**src/rtl/live_window_gen_pkg.sv**
```systemverilog
// Shared types and sizing helpers for the multi-channel live-window generator.
package live_gen_pkg;

  typedef enum logic [1:0] {
    ST_IDLE  = 2'd0,
    ST_DELAY = 2'd1,
    ST_LIVE  = 2'd2
  } state_t;

  // Tick counter must hold the larger of the two unit fields scaled by the prescaler.
  function automatic int cnt_width(input int len_w, input int delay_w, input int prescale_log2);
    return prescale_log2 + ((len_w > delay_w) ? len_w : delay_w);
  endfunction

endpackage

```
**src/rtl/live_window_gen_if.sv**
```systemverilog
// Control/status bundle of the live-window generator; master drives strobes and config.
// Handshake: strobes are sampled on every rising clk edge (no valid/ready); outputs are registered.
interface live_window_gen_if #(
  parameter int NCH     = 4,
  parameter int LEN_W   = 8,
  parameter int DELAY_W = 8
);
  logic [NCH-1:0]         in_start;
  logic [NCH-1:0]         in_abort;
  logic [NCH*LEN_W-1:0]   cfg_length;
  logic [NCH*DELAY_W-1:0] cfg_delay;
  logic [NCH-1:0]         cfg_retrig;
  logic [NCH-1:0]         out_live;
  logic [NCH-1:0]         out_done;
  logic [NCH-1:0]         out_busy;
  logic                   out_any_live;
  logic [2*NCH-1:0]       dbg_state;

  modport master (
    output in_start, in_abort, cfg_length, cfg_delay, cfg_retrig,
    input  out_live, out_done, out_busy, out_any_live, dbg_state
  );

  modport slave (
    input  in_start, in_abort, cfg_length, cfg_delay, cfg_retrig,
    output out_live, out_done, out_busy, out_any_live, dbg_state
  );
endinterface

```
**src/rtl/live_window_gen_chan.sv**
```systemverilog
// One channel: IDLE/DELAY/LIVE FSM driven by a single prescaled down-counter.
module live_window_chan
  import live_gen_pkg::*;
#(
  parameter int LEN_W         = 8,
  parameter int DELAY_W       = 8,
  parameter int PRESCALE_LOG2 = 23
) (
  input  logic               clk,
  input  logic               rst_n,
  input  logic               start,
  input  logic               abort,
  input  logic [LEN_W-1:0]   length,
  input  logic [DELAY_W-1:0] delay,
  input  logic               retrig,
  output logic               live,
  output logic               done,
  output logic               busy,
  output state_t             state
);
  localparam int CW = cnt_width(LEN_W, DELAY_W, PRESCALE_LOG2);

  logic [CW-1:0]    cnt;
  logic [LEN_W-1:0] len_q;
  logic             retrig_q;
  logic [CW-1:0]    len_ticks;
  logic [CW-1:0]    dly_ticks;
  logic [CW-1:0]    lat_ticks;
  logic             accept;

  // Phase lengths are loaded as ticks-1 so a phase ends on the cycle the counter reads zero.
  assign len_ticks = (CW'(length) << PRESCALE_LOG2) - CW'(1);
  assign dly_ticks = (CW'(delay)  << PRESCALE_LOG2) - CW'(1);
  assign lat_ticks = (CW'(len_q)  << PRESCALE_LOG2) - CW'(1);
  assign accept    = start && (length != '0) && ((state == ST_IDLE) || retrig_q);

  always_ff @(posedge clk or negedge rst_n) begin
    if (!rst_n) begin
      state    <= ST_IDLE;
      cnt      <= '0;
      len_q    <= '0;
      retrig_q <= 1'b0;
      live     <= 1'b0;
      done     <= 1'b0;
      busy     <= 1'b0;
    end else begin
      done <= 1'b0;
      if (abort) begin
        state <= ST_IDLE;
        cnt   <= '0;
        live  <= 1'b0;
        busy  <= 1'b0;
      end else if (accept) begin
        len_q    <= length;
        retrig_q <= retrig;
        busy     <= 1'b1;
        if (delay != '0) begin
          state <= ST_DELAY;
          cnt   <= dly_ticks;
          live  <= 1'b0;
        end else begin
          state <= ST_LIVE;
          cnt   <= len_ticks;
          live  <= 1'b1;
        end
      end else begin
        case (state)
          ST_DELAY: begin
            if (cnt == '0) begin
              state <= ST_LIVE;
              cnt   <= lat_ticks;
              live  <= 1'b1;
            end else begin
              cnt <= cnt - CW'(1);
            end
          end
          ST_LIVE: begin
            if (cnt == '0) begin
              state <= ST_IDLE;
              live  <= 1'b0;
              busy  <= 1'b0;
              done  <= 1'b1;
            end else begin
              cnt <= cnt - CW'(1);
            end
          end
          default: begin
          end
        endcase
      end
    end
  end

endmodule

```
**src/rtl/live_window_gen.sv**
```systemverilog
// NCH independent live-window channels plus a registered any-live summary.
module live_window_gen
  import live_gen_pkg::*;
#(
  parameter int NCH           = 4,
  parameter int LEN_W         = 8,
  parameter int DELAY_W       = 8,
  parameter int PRESCALE_LOG2 = 23
) (
  input logic             clk,
  input logic             rst_n,
  live_window_gen_if.slave bus
);
  logic [NCH-1:0] live_vec;
  logic [NCH-1:0] done_vec;
  logic [NCH-1:0] busy_vec;
  state_t         st [NCH];
  logic           any_live_q;

  for (genvar i = 0; i < NCH; i++) begin : g_chan
    live_window_chan #(
      .LEN_W        (LEN_W),
      .DELAY_W      (DELAY_W),
      .PRESCALE_LOG2(PRESCALE_LOG2)
    ) u_chan (
      .clk   (clk),
      .rst_n (rst_n),
      .start (bus.in_start[i]),
      .abort (bus.in_abort[i]),
      .length(bus.cfg_length[i*LEN_W +: LEN_W]),
      .delay (bus.cfg_delay[i*DELAY_W +: DELAY_W]),
      .retrig(bus.cfg_retrig[i]),
      .live  (live_vec[i]),
      .done  (done_vec[i]),
      .busy  (busy_vec[i]),
      .state (st[i])
    );
    assign bus.dbg_state[2*i +: 2] = st[i];
  end

  // Summary lags out_live by one edge so it is a clean register, not an OR of outputs.
  always_ff @(posedge clk or negedge rst_n) begin
    if (!rst_n) any_live_q <= 1'b0;
    else        any_live_q <= |live_vec;
  end

  assign bus.out_live     = live_vec;
  assign bus.out_done     = done_vec;
  assign bus.out_busy     = busy_vec;
  assign bus.out_any_live = any_live_q;

endmodule

```
**src/flat_wrapper.sv**
```systemverilog
// flat-port wrapper written by rule: the top's interface ports become plain ports
module live_window_gen_flat import live_gen_pkg::*;
#(
  parameter int NCH           = 4,
  parameter int LEN_W         = 8,
  parameter int DELAY_W       = 8,
  parameter int PRESCALE_LOG2 = 23
)
  (clk, rst_n, bus_in_start, bus_in_abort, bus_cfg_length, bus_cfg_delay, bus_cfg_retrig, bus_out_live, bus_out_done, bus_out_busy, bus_out_any_live, bus_dbg_state);
  live_window_gen_if #(.NCH(NCH), .LEN_W(LEN_W), .DELAY_W(DELAY_W)) bus_i ();
  input logic clk;
  input logic rst_n;
  input wire logic [$bits(bus_i.in_start)-1:0] bus_in_start;
  input wire logic [$bits(bus_i.in_abort)-1:0] bus_in_abort;
  input wire logic [$bits(bus_i.cfg_length)-1:0] bus_cfg_length;
  input wire logic [$bits(bus_i.cfg_delay)-1:0] bus_cfg_delay;
  input wire logic [$bits(bus_i.cfg_retrig)-1:0] bus_cfg_retrig;
  output wire logic [$bits(bus_i.out_live)-1:0] bus_out_live;
  output wire logic [$bits(bus_i.out_done)-1:0] bus_out_done;
  output wire logic [$bits(bus_i.out_busy)-1:0] bus_out_busy;
  output wire logic [$bits(bus_i.out_any_live)-1:0] bus_out_any_live;
  output wire logic [$bits(bus_i.dbg_state)-1:0] bus_dbg_state;
  assign bus_i.in_start = bus_in_start;
  assign bus_i.in_abort = bus_in_abort;
  assign bus_i.cfg_length = bus_cfg_length;
  assign bus_i.cfg_delay = bus_cfg_delay;
  assign bus_i.cfg_retrig = bus_cfg_retrig;
  assign bus_out_live = bus_i.out_live;
  assign bus_out_done = bus_i.out_done;
  assign bus_out_busy = bus_i.out_busy;
  assign bus_out_any_live = bus_i.out_any_live;
  assign bus_dbg_state = bus_i.dbg_state;
  live_window_gen #(.NCH(NCH), .LEN_W(LEN_W), .DELAY_W(DELAY_W), .PRESCALE_LOG2(PRESCALE_LOG2)) u_core (.clk(clk), .rst_n(rst_n), .bus(bus_i));
endmodule
```
**config.mk**
```make
export PLATFORM = sky130hd
export DESIGN_NAME = live_window_gen_flat
export DESIGN_NICKNAME = d
export VERILOG_FILES = /design/src/rtl/live_window_gen_pkg.sv /design/src/rtl/live_window_gen_if.sv /design/src/rtl/live_window_gen_chan.sv /design/src/rtl/live_window_gen.sv /design/src/flat_wrapper.sv
export SDC_FILE = /design/constraint.sdc
export NUM_CORES = 1
export LEC_CHECK = 0
export ABC_AREA = 1
export CAP_MARGIN = 20
export CORE_ASPECT_RATIO = 1.5
export CORE_MARGIN = 4
export CORE_UTILIZATION = 55
export DETAILED_ROUTE_END_ITERATION = 7
export PLACE_DENSITY = 0.82
export SLEW_MARGIN = 20
export SYNTH_ARGS = -nofsm -noshare
export SYNTH_HDL_FRONTEND = slang
export SYNTH_HIERARCHICAL = 1
export SYNTH_SLANG_ARGS = --single-unit
```
**constraint.sdc**
```tcl
create_clock -name clk -period 5.4 [get_ports clk]
set_input_delay 0.54 -clock clk [delete_from_list [all_inputs] [get_ports clk]]
set_output_delay 0.54 -clock clk [all_outputs]
set_load 0.02 [all_outputs]
```
==> results.md, run 1 <==
- Total number of vias: 14900
- Number of standard-cell rows in the floorplan: 72
- Part of the Yosys area used for sequential elements: 30.9%
- Number of violations of the max-capacitance limit: 0
- Clock buffers created by TritonCTS: 17
- Global route total overflow: 0
- Share of the synthesized area in the top cell type: 30.9%
- Startpoint of the most critical register-to-register path: u_core/g_chan[1].u_chan/live
- First DRT Iteration DRCs: around 1200
- Flop2flop setup slack: 2.31 ns
- RSZ-0062 raised after global routing: false
- Count of final hold-check violations: 0
- Post-route setup slack: 2.31 ns
- Mapped Area: around 0.014 mm²
- CP max FO: 20
- Headroom to the max-slew limit: approximately two fifths
- Antenna cells: 0
- Yosys synthesis warning count: 6
- Number of clock sinks: 177
- Area growth from synthesis to layout: 11.7%
- Time the final worst path needs with I/O delays and setup: 3.09 ns
- Io pins: 99
- DIE AREA: 0.0288 mm²
- Post-DR vias/cell: 5.53
- Final instance area: 0.0160 mm²
- Maximum VDD drop: 0.000282 V
- Most frequent standard cell in the layout excluding fill and tap cells: nand2_1
- Total negative slack: 0 ns
- Post-route clock skew: 0.0130 ns
- Core footprint: ~0.026 mm²
- RePlAce Congestion: 0.952
- Worst EP required: 5.73 ns
- Number of antenna violations at the first check in global routing: 0
- Largest area contributor in the netlist: dfrtp_1
- Post-placement setup slack: 1.96 ns
- Iteration count of the initial detailed-routing pass: 8
- Fraction of final layout cells sized beyond drive strength 1: 5.74%
- Number of global-route vias before repair: 14700
- Worst reg-to-reg path cell count: 11
- Fraction of registers with async set/reset: 100%
- Later-pin clock latency in the skew report: between 0.4 and 0.5 ns
- Number of max-slew violations in the final report: 0
- End point of the critical path: u_core/g_chan[1].u_chan/cnt[30]
- Start point of the critical path: u_core/g_chan[1].u_chan/live
- Highest clock rate: 324 MHz
- Gates resized, CTS repair: 0
- Maximum number of pins on one net before global-route repair: 97
- Overall die height: 206 µm
- Final number of setup-violating endpoints: 0
- Number of remaining DRC errors: 0
- Initial Util: 55.7%
- Deepest clock path buffer count: 2
- Arrival time of the worst setup path: around 3.4 ns
- Crit end category: flip-flop
- Finished Core Util: 62.2%
- Post-place instance area: 0.0155 mm²
- Number of buffers inserted to repair setup after CTS: 0
- Portion of the clock cycle consumed by the worst path in the final layout: 57.2%
- Post-synth EDFFs: 0
- Unique masters post-synth: 39
- Reg clk slew, reported paths: 0.07 ns
- Slew @ Worst Pin: around 0.87 ns
- Power per standard cell area: 523 mW/mm²
- Synth Area per Inst: 6.29 µm²
- Synthesized netlist net count: about 2400
- Commonest cells after routing, fill and taps aside: 674 x nand2_1, 399 x nor2_1, 277 x inv_1
- Buffer cell driving the clock tree root: clkbuf_16
- DPL Wire Length: 30800 µm
- Global-route wire length before repair: 66600 µm
- H-Tree Depth: 4
- Worst setup path category: reg -> reg
- Port Buffer Count: 98
- TritonCTS clock tree: yes
- Die Wd: 140 µm
- Type of the tightest min-delay check: in -> async
- Sort of element at the start of the critical path: flip-flop
- Outcome: complete, no violations
- Overall routed net length: 40400 µm
- Post-synthesis register bit count: 177
- Hold buffers post-CTS: 0
- Gr usage total: 27.9%
- Most instantiated flip-flop cell in the synthesis netlist: dfrtp_1
- Routed WL per cell: 15.0 µm
- Leakage: just under 8 nW
- Synthesized netlist cell count: around 2300
- Total number of nets in the final design: 2469
- Detail Route Antenna Nets: 0
- Endpoint of the lowest-slack register-to-register path: u_core/g_chan[1].u_chan/cnt[30]
- Largest cells by area after synthesis: dfrtp_1 31%, nand2_1 18%, nor2_1 10%
through the flow:
step / hold slack [ns] / total power, W / cells
3_3_place_gp: 0.459 / 0.00698 / 2673
4_1_cts: 0.162 / 0.00834 / 2703
2_1_floorplan: 0.244 / 0.00594 / 2280
3_5_place_dp: 0.464 / 0.00711 / 2673
5_1_grt: 0.198 / 0.00913 / 2703
6_report: 0.123 / 0.00838 / 2703
sequential cells by signal (all words and copies together), names as in the netlist:
register,flops
u_core/g_chan.u_chan/cnt,124
u_core/bus.out_any_live,1
u_core/g_chan.u_chan/busy,4
u_core/g_chan.u_chan/done,4
u_core/g_chan.u_chan/retrig_q,4
u_core/g_chan.u_chan/state,4
u_core/g_chan.u_chan/live,4
u_core/g_chan.u_chan/len_q,32
Yosys cell counts (2+ instances only):
master / n
nand3_1: 198
nand3b_1: 7
nand2_4: 5
ha_1: 32
nand4_1: 84
nor2_1: 399
o21ai_2: 13
inv_2: 8
buf_4: 7
dfrtp_1: 177
clkbuf_1: 12
clkinv_1: 3
nand2_1: 674
inv_1: 277
or2_2: 3
xnor2_1: 17
o21ai_1: 48
o221ai_1: 3
nor2_2: 30
o21ai_0: 99
buf_2: 10
nor2_4: 21
nor3_1: 10
o21bai_1: 5
and3_1: 6
xor2_1: 52
nand2_2: 14
and2_1: 2
nand3_2: 3
buf_6: 16
a21oi_1: 37
power by group:
| group | total (W) | internal [W] | switching [W] |
|---|---|---|---|
| logic | 0.00463 | 0.00153 | 0.00309 |
| registers | 0.00257 | 0.00191 | 0.000660 |
| clock network | 0.00119 | 0.000642 | 0.000543 |
| total | 0.00838 | 0.00408 | 0.00430 |
cells by family after synthesis:
kind of cell	share of synthesized area, %
AOI/OAI and AO/OA	7.89
adders and majority gates	2.79
xor gates and xnor gates	4.21
and+or+nand+nor	44.4
buffers and inverters	9.82
DFF	30.9
per-layer routing:
metal / global-route usage [%] / wire, µm / vias up
li1: - / - / 7382
met1: 31.2 / 16100 / 6927
met2: 52.0 / 20900 / 499
met3: 3.35 / 1800 / 133
met4: 13.6 / 1660 / 0
met5: 0 / 0 / -
layout make-up:
cell class,count,area (µm²)
inverter,288,1080
multi-input combinational,1770,8500
tap,333,417
fill,2436,9750
sequential,177,4430
timing repair buffer,105,1050
clock inverter,9,86.3
clock buffer,21,450
worst max-delay path: stages, from the launching register on:
cell and delay, ns:
dfrtp_1 0.47, inv_1 0.11, ha_1 0.20, o21ai_0 0.52
nor2_4 0.11, nor2_2 0.39, nand3_1 0.16, nand2_1 0.09
buf_4 0.27, inv_1 0.37, nor2_1 0.22, a21oi_1 0.05
worst min-delay path by stage:
stage               slack [ns]                             start  depth (start not counted)                                to
floorplan                 0.24                             rst_n                          0           u_core/bus.out_any_live
global placement          0.46  u_core/g_chan[3].u_chan/retrig_q                          2  u_core/g_chan[3].u_chan/retrig_q
detailed placement        0.46  u_core/g_chan[3].u_chan/retrig_q                          2  u_core/g_chan[3].u_chan/retrig_q
CTS                       0.16                             rst_n                          1  u_core/g_chan[1].u_chan/len_q[0]
global route              0.20                             rst_n                          1  u_core/g_chan[1].u_chan/retrig_q
finish                    0.12                             rst_n                          1      u_core/g_chan[1].u_chan/busy
Power figures use the tool's default switching activity.
==> run 2: changes to the inputs <==
- PLACE_DENSITY: 0.82 -> 0.85
- clock period: 5.4 -> 2.6 ns (I/O delays scaled with it)
==> results.md, run 2 (same netlist as run 1, synthesis figures left out) <==
- Outcome: finished, violations left
- Failing checks: DRC
- Number of antenna violations at the first check in global routing: 2
- Core footprint: 0.0258 mm²
- Global route total overflow: 0
- Initial Util: 55.7%
- Endpoint of the lowest-slack register-to-register path: u_core/g_chan[0].u_chan/cnt[27]
- First DRT Iteration DRCs: 1167
- Overall die height: just over 200 µm
- RePlAce Congestion: approximately 0.98
- Leakage: 8.04 nW
- Total number of nets in the final design: roughly 2500
- Power per standard cell area: approximately 1100 mW/mm²
- Crit end category: flip-flop
- Tightest hold margin: 0.310 ns
- Io pins: 99
- Total negative slack: 0 ns
- Largest incremental delay on the critical path: around 0.45 ns
- Detail Route Antenna Nets: 0
- Post-DR vias/cell: 5.60
- Clock buffers created by TritonCTS: 17
- Number of violations of the max-capacitance limit: 0
- Slowest cell on the critical path: dfrtp_1
- DIE AREA: 0.0288 mm²
- Commonest cells after routing, fill and taps aside: 674 x nand2_1, 399 x nor2_1, 276 x inv_1
- RSZ-0062 raised after global routing: true
- Buffer cell driving the clock tree root: clkbuf_16
- Worst reg-to-reg path cell count: 10
- Sort of element at the start of the critical path: flip-flop
- H-Tree Depth: 4
- Most frequent standard cell in the layout excluding fill and tap cells: nand2_1
- CP max FO: 20
- Antenna cells: 0
- Type of the tightest min-delay check: in -> async
- Iteration count of the initial detailed-routing pass: 8
- Gr usage total: 28.8%
- TritonCTS clock tree: yes
- Final number of setup-violating endpoints: 0
- Count of final hold-check violations: 0
- Area growth from synthesis to layout: 14.4%
- Later-pin clock latency in the skew report: between 0.4 and 0.5 ns
- Overall routed net length: between 40000 and 50000 µm
- Flop2flop setup slack: 0.15 ns
- Number of buffers inserted to repair setup after CTS: 0
- DPL Wire Length: 31900 µm
- Time the final worst path needs with I/O delays and setup: 2.45 ns
- Die Wd: approximately 140 µm
- Portion of the clock cycle consumed by the worst path in the final layout: ~94%
- Number of remaining DRC errors: 1
- Slew @ Worst Pin: about 0.7 ns
- Reg clk slew, reported paths: 0.07 ns
- Headroom to the max-slew limit: 53.1%
- Routed WL per cell: 15.2 µm
- Number of global-route vias before repair: 15300
- Arrival time of the worst setup path: 2.77 ns
- Maximum VDD drop: 0.000619 V
- Fraction of final layout cells sized beyond drive strength 1: between 7 and 8%
- Library cell appearing most often on the critical path: inv_1
- Total number of vias: 15400
- Number of clock sinks: 177
- Maximum number of pins on one net before global-route repair: 76
- Post-route clock skew: 0.0101 ns
- Global-route wire length before repair: between 60000 and 70000 µm
- Top register by number of flip-flops: u_core/g_chan.u_chan/cnt
- Worst EP required: a little under 3 ns
- Number of max-slew violations in the final report: 0
- Cells along the critical path: inv_1 -> ha_1 -> o21ai_0 -> nor2_4 -> nor2_2 -> nand3_1 -> nand2_1 -> inv_1 -> nor2_1 -> a21oi_1
- Port Buffer Count: a little under 100
- Number of flip-flops in the largest register: 124
- Highest clock rate: slightly above 400 MHz
- Deepest clock path buffer count: 2
- Worst setup path category: reg -> reg
- Top flop regs: u_core/g_chan.u_chan/cnt: 124 flops, u_core/g_chan.u_chan/len_q: 32 flops
- Number of standard-cell rows in the floorplan: 72
- Startpoint of the most critical register-to-register path: u_core/g_chan[0].u_chan/live
==> run 2: changes by cell type in the layout (fill, tap and decap cells not counted), moves of 2 or more <==
cell	delta
bufinv_16	+2
clkbuf_8	+3
clkbuf_1	-3
clkinvlp_4	+3
buf_4	+32
buf_12	+2
==> run 2: where the power goes <==
group | leakage [nW] | internal (W) | switching (W)
Clock | 0.302 | 0.00162 | 0.00118
Sequential | 2.26 | 0.00396 | 0.00140
Combinational | 5.48 | 0.00331 | 0.00645
==> run 2: metal layers <==
layer / up-vias / part of all wire, % / GRT usage (%) / routed length [µm]
li1: 7466 / - / - / -
met1: 7088 / 38 / 30.6 / 15700
met2: 622 / 51 / 53.1 / 21400
met3: 181 / 5.2 / 4.25 / 2150
met4: 4 / 5.6 / 17.7 / 2330
met5: - / 0.058 / 0 / 24
==> run 2: layout make-up <==
type	instances	area [µm²]
Clock buffer	21	480
Clock inverter	11	149
Tap cell	333	417
Multi-Input combinational cell	1770	8510
Fill cell	2471	9350
Sequential cell	177	4430
Timing Repair inverter	1	7.51
Inverter	288	1080
Timing Repair Buffer	140	1340
==> run 2: metrics by stage <==
stage	setup slack (ns)	std cells	power, W	utilization [%]	area [µm²]
after global routing	-0.0695	2741	0.0195	63.7	16400
after CTS	0.151	2740	0.0178	63.6	16400
after floorplan	0.563	2280	0.0123	-	14300
after detailed placement	-0.0358	2707	0.0149	61.2	15800
final	0.154	2741	0.0179	63.7	16400
after global placement	0.0354	2707	0.0146	61.2	15800
==> run 2: worst max-delay path by stage <==
stage / start / endpoint / slack (ns) / depth (start not counted)
final: u_core/g_chan[0].u_chan/live / u_core/g_chan[0].u_chan/cnt[27] / 0.15 / 10
after global placement: bus_cfg_length[24] / u_core/g_chan[3].u_chan/cnt[22] / 0.04 / 11
after CTS: u_core/g_chan[3].u_chan/live / u_core/g_chan[3].u_chan/cnt[22] / 0.15 / 10
after global routing: u_core/g_chan[0].u_chan/live / u_core/g_chan[0].u_chan/cnt[2] / -0.07 / 9
after detailed placement: bus_cfg_length[24] / u_core/g_chan[3].u_chan/cnt[22] / -0.04 / 11
after floorplan: u_core/g_chan[0].u_chan/live / u_core/g_chan[0].u_chan/cnt[11] / 0.56 / 12
==> run 2: what timing repair did <==
item | in CTS | in global routing
endpoints found under the hold margin | 42 | 0
resized for setup | 0 | 4
hold buffers | 1 | 0
setup endpoints to repair | 0 | 31
==> run 2: critical path, delay by kind of cell, from the launching register on <==
family,cells,cell delay (ns)
flops,1,0.45
compound gates,2,0.49
buf+inv,2,0.44
simple gates,5,0.73
fa+ha+maj,1,0.21
